===== config.mk =====
export PLATFORM = sky130hd
export DESIGN_NAME = aes_round_ctrl
export DESIGN_NICKNAME = d
export VERILOG_FILES = /design/src/rtl/aes_pkg.sv /design/src/rtl/aes_round_counter.sv /design/src/rtl/aes_round_ctrl.sv
export SDC_FILE = /design/constraint.sdc
export NUM_CORES = 1
export LEC_CHECK = 0
export ABC_AREA = 1
export CORE_MARGIN = 5
export CORE_UTILIZATION = 42
export CTS_CLUSTER_SIZE = 28
export DETAILED_ROUTE_END_ITERATION = 10
export GPL_ROUTABILITY_DRIVEN = 0
export GPL_TIMING_DRIVEN = 0
export PLACE_DENSITY_LB_ADDON = 0.05
export SETUP_SLACK_MARGIN = 0.5
export SLEW_MARGIN = 20
export SYNTH_ARGS = -nofsm -noshare
export SYNTH_HDL_FRONTEND = slang
export SYNTH_SLANG_ARGS = --single-unit
export TNS_END_PERCENT = 100

===== constraint.sdc =====
create_clock -name clk -period 1.3 [get_ports clk]
set_clock_uncertainty 0.1 [all_clocks]
set_input_delay 0.26 -clock clk [delete_from_list [all_inputs] [get_ports clk]]
set_output_delay 0.26 -clock clk [all_outputs]
set_load 0.01 [all_outputs]

===== src/rtl/aes_pkg.sv =====
// rtl/aes_pkg.sv - shared types and encodings for the AES round controller
package aes_pkg;

    typedef enum logic [2:0] {
        IDLE = 3'd0,
        LOAD = 3'd1,
        ARK  = 3'd2,
        SB   = 3'd3,
        SR   = 3'd4,
        MC   = 3'd5,
        DONE = 3'd6
    } ctrl_state_e;

    localparam logic [1:0] SEL_HOLD = 2'd0;
    localparam logic [1:0] SEL_SB   = 2'd1;
    localparam logic [1:0] SEL_SRMC = 2'd2;
    localparam logic [1:0] SEL_ARK  = 2'd3;

    localparam int AES128_ROUNDS = 10;
    localparam int AES192_ROUNDS = 12;
    localparam int AES256_ROUNDS = 14;

endpackage


===== src/rtl/aes_round_counter.sv =====
// rtl/aes_round_counter.sv - round number register with clear, increment and last-round flag
module aes_round_counter #(
    parameter int RW         = 4,
    parameter int NUM_ROUNDS = 10
) (
    input  logic          clk,
    input  logic          rst,
    input  logic          i_clr,
    input  logic          i_inc,
    output logic [RW-1:0] o_count,
    output logic          o_last
);

    logic [RW-1:0] r_count;

    always_ff @(posedge clk) begin
        if (rst || i_clr) begin
            r_count <= '0;
        end else if (i_inc && (r_count != RW'(NUM_ROUNDS))) begin
            r_count <= r_count + 1'b1;
        end
    end

    assign o_count = r_count;
    assign o_last  = (r_count == RW'(NUM_ROUNDS));

endmodule


===== src/rtl/aes_round_ctrl.sv =====
// rtl/aes_round_ctrl.sv - AES round sequencer driving stage enables and key requests
// Optional key-wait timeout and key_err output enabled by AES_KEY_TIMEOUT_EN.
module aes_round_ctrl
    import aes_pkg::*;
#(
    parameter int NUM_ROUNDS = AES128_ROUNDS,
    parameter int RW         = 4
) (
    input  logic          clk,
    input  logic          rst,
    input  logic          start,
    input  logic          key_valid,
    output logic          ready,
    output logic          busy,
    output logic          done,
    output logic          load_state,
    output logic          sb_enable,
    output logic          sr_enable,
    output logic          mc_enable,
    output logic          ark_enable,
    output logic [1:0]    state_sel,
    output logic          key_req,
`ifdef AES_KEY_TIMEOUT_EN
    output logic          key_err,
`endif
    output logic [RW-1:0] round_num
);

    ctrl_state_e r_state;
    ctrl_state_e w_next;
    logic        r_ready, r_busy, r_done, r_load, r_sb, r_sr, r_mc, r_key_req;
    logic [1:0]  r_sel;
    logic        w_fire, w_last, w_timeout;

    // ARK fires in the same cycle the key shows up, so its enable is not registered.
    assign w_fire = (r_state == ARK) && key_valid;

`ifdef AES_KEY_TIMEOUT_EN
    logic [3:0] r_wait;

    always_ff @(posedge clk) begin
        if (rst) begin
            r_wait <= '0;
        end else if ((w_next == ARK) && (r_state != ARK)) begin
            r_wait <= '0;
        end else if ((r_state == ARK) && !key_valid) begin
            r_wait <= r_wait + 1'b1;
        end
    end

    assign w_timeout = (r_state == ARK) && !key_valid && (r_wait == 4'd14);
    assign key_err   = w_timeout;
`else
    assign w_timeout = 1'b0;
`endif

    aes_round_counter #(
        .RW         (RW),
        .NUM_ROUNDS (NUM_ROUNDS)
    ) u_round_counter (
        .clk     (clk),
        .rst     (rst),
        .i_clr   (w_next == IDLE),
        .i_inc   (w_fire && !w_last),
        .o_count (round_num),
        .o_last  (w_last)
    );

    always_comb begin
        w_next = r_state;
        case (r_state)
            IDLE:    w_next = start ? LOAD : IDLE;
            LOAD:    w_next = ARK;
            ARK: begin
                if (key_valid)      w_next = w_last ? DONE : SB;
                else if (w_timeout) w_next = IDLE;
                else                w_next = ARK;
            end
            SB:      w_next = SR;
            SR:      w_next = w_last ? ARK : MC;
            MC:      w_next = ARK;
            DONE:    w_next = IDLE;
            default: w_next = IDLE;
        endcase
    end

    // Registered outputs are decoded from the next state so they line up with r_state.
    always_ff @(posedge clk) begin
        if (rst) begin
            r_state   <= IDLE;
            r_ready   <= 1'b1;
            r_busy    <= 1'b0;
            r_done    <= 1'b0;
            r_load    <= 1'b0;
            r_sb      <= 1'b0;
            r_sr      <= 1'b0;
            r_mc      <= 1'b0;
            r_key_req <= 1'b0;
            r_sel     <= SEL_HOLD;
        end else begin
            r_state   <= w_next;
            r_ready   <= (w_next == IDLE);
            r_busy    <= (w_next != IDLE);
            r_done    <= (w_next == DONE);
            r_load    <= (w_next == LOAD);
            r_sb      <= (w_next == SB);
            r_sr      <= (w_next == SR);
            r_mc      <= (w_next == MC);
            r_key_req <= (w_next == ARK);
            case (w_next)
                SB:      r_sel <= SEL_SB;
                SR, MC:  r_sel <= SEL_SRMC;
                default: r_sel <= SEL_HOLD;
            endcase
        end
    end

    assign ready      = r_ready;
    assign busy       = r_busy;
    assign done       = r_done;
    assign load_state = r_load;
    assign sb_enable  = r_sb;
    assign sr_enable  = r_sr;
    assign mc_enable  = r_mc;
    assign key_req    = r_key_req;
    assign ark_enable = w_fire;
    assign state_sel  = w_fire ? SEL_ARK : r_sel;

endmodule


==> run metrics <==
outcome=finished, violations left; failing checks=setup timing; Reg clk slew, reported paths=100 ps; synthesized net count=93; GRT Residual Overflow=0; vias post-DR=667; PortBufs=17; Yosys cell types=22; CTS tree=yes; Post-synth EDFFs=0; grt peak-use layer=met2; min Tclk post-route=1608 ps; post-synthesis sequential area ratio=42.31%; Arr. time, crit path=1250 ps; max reg flops=4; worst setup margin=-307.5 ps; Max Cap Viol=0; Slew Viols, Final=0; WL per Instance=10.49 um; met1 usage=14.61%; slowest CP cell=dfxtp_2; Pleak=0.5377 nW; DR pass1 iterations=4; post-synth top area share=42.31%; switching power total=313.7 uW; HPWL Detailed=1.019 mm; Hold Fails Final Rpt=0; Die Ht=52.46 um; crit-path max FO=4; sequential power share=46.4%; RSZ-0062 raised after global routing=yes; # clock sinks=16; Post-synth ARST share=0%; slowest stage delay, CP=340 ps; Num CTS Buffers=3; vias in the first global route=664; Max-slew headroom=73.66%; Ys Warns=0; Root Driver=clkbuf_4; ant diodes=0; critical path type=reg2out; global-route wire length before repair=2.746 mm; Nets=131; pre-CTS setup slack=-678.9 ps; core footprint=1727 sq um; Worst-Margin Slew=395.0 ps; htree depth=1; Post-Syn Area=757.0 sq um; Starting Density=43.84%; largest cells by area after synthesis=dfxtp_1, nand2_1, nand2_4, inv_1, a21oi_2; Synth top cells by count=dfxtp_1, nand2_1, inv_1; # DRC=0; PwrDens=931.1 nW/um^2; Clock Latency Late Sink=290 ps; critical path launch point type=flop; Rows=15; layout cells sized above 1=69.35%; initial antenna violation count=0; Fin Setup TNS=-1637 ps; fmax=622.1 MHz; CP Capture Type=primary output; # IOs=19; hold path cells=2; Int Pwr=816.4 uW; Total Wirelength=1.563 mm; die area=2752 sq um; cell mode on critical path=buf_6; Max clock buf depth=2; Hold Path Class=in2reg; 1st-iter DRT viols=4; GRT Util Overall=13.87%; Hold Buf Count CTS=0; post-synthesis to final-layout area growth=60.33%; Critical Path RT=940 ps; final setup fails=13; sw frac=27.76%; Reg2Reg Depth=9; Post-synth top flop=dfxtp_1; post-synth top area cell=dfxtp_1; DR vias/cell=4.477; largest net degree at the start of global routing=11; Comb pwr share=24.2%; count leader, synth=dfxtp_1; met3 usage=3.704%; chip width=52.46 um; Clock power frac=29.4%; cells along the critical path=inv_2, nand3_4, nor2_4, buf_6, or2_4, buf_6; met2 GRT Util=23.97%; worst vdd ir=0.0007272 V; Post-Synthesis Cells=87; DRT antenna net count=0; share of the clock period used by the worst path after layout=123.7%; syn avg cell area=8.701 sq um; flops & latches, synth=16
[power groups by stage]
stage,clock [mW],combinational (mW),sequential [mW]
global placement,0,0.215,0.541
CTS,0.339,0.253,0.523
finish,0.333,0.273,0.524
global route,0.378,0.302,0.527
floorplan,0,0.132,0.551
detailed placement,0,0.216,0.542
[through the flow]
| stage | instances | power, mW | instance area [sq um] | hold WS (ps) | utilization, % |
|---|---|---|---|---|---|
| 3_3_place_gp | 129 | 0.7567 | 1003 | 408.6 | 58.12 |
| 5_1_grt | 149 | 1.207 | 1214 | 251.4 | 70.29 |
| 4_1_cts | 145 | 1.115 | 1145 | 198.8 | 66.30 |
| 2_1_floorplan | 87 | 0.6826 | 802.0 | 340.6 | - |
| 3_5_place_dp | 129 | 0.7579 | 1003 | 409.2 | 58.12 |
| 6_report | 149 | 1.130 | 1214 | 221.1 | 70.29 |
[critical path: cells and delay by family (launching register included)]
| kind | cells | cell delay [ps] |
|---|---|---|
| buffers and inverters | 3 | 280 |
| flip-flops | 1 | 340 |
| AND/OR/NAND/NOR | 3 | 350 |
[logic make-up after synthesis]
kind of cell               Yosys count  synth area share, %
and+or+nand+nor                     42                33.22
buffers and inverters               17                10.08
DFF                                 16                42.31
AOI/OAI and AO/OA                    8                8.760
xor gates and xnor gates             2                2.314
adders and majority gates            2                3.305
[cells in the final DEF, fill, tap and decap left out, types with 2 or more instances in the layout]
cell type        instances
nor2_4                   4
or2_4                    2
xnor2_1                  2
dfxtp_1                  6
dfxtp_2                  6
clkbuf_4                 3
nor2_2                   4
nand3_2                  4
buf_4                   11
o21ai_2                  2
inv_1                    7
clkdlybuf4s50_1          2
inv_2                    6
dfxtp_4                  4
a21oi_2                  5
nand2_4                  3
nor2_1                   6
nand2_2                  3
buf_6                   16
nand2_1                 12
buf_2                    5
[area by class of cell]
cell class	count	area (sq um)
Timing Repair Buffer	33	296.5
Sequential cell	16	342.8
Inverter	15	63.81
Fill cell	146	513.0
Buffer	2	15.01
Clock buffer	4	36.28
Tap cell	25	31.28
Multi-Input combinational cell	54	427.9
[final timing paths]
check             slack, ps                    endpoint                       start
hold / removal          220                    r_sel[1]                         rst
setup reg to reg       -130  u_round_counter.o_count[2]  u_round_counter.o_count[0]
setup / recovery       -310                state_sel[0]                  r_state[2]
hold reg to reg         500                   sr_enable                  r_state[1]
[repair_timing]
item,4_1_cts,5_1_grt
cloned,0,0
gates resized for setup,76,16
buffers inserted,12,4
endpoints found under the setup margin,30,31
pin swaps,8,4
[per-layer routing]
| layer | vias to the layer above | part of all wire (%) |
|---|---|---|
| li1 | 340 | - |
| met1 | 307 | 39 |
| met2 | 14 | 54 |
| met3 | 6 | 4.4 |
| met4 | 0 | 2.4 |
| met5 | - | 0 |
(Power assumes the default switching activity.)
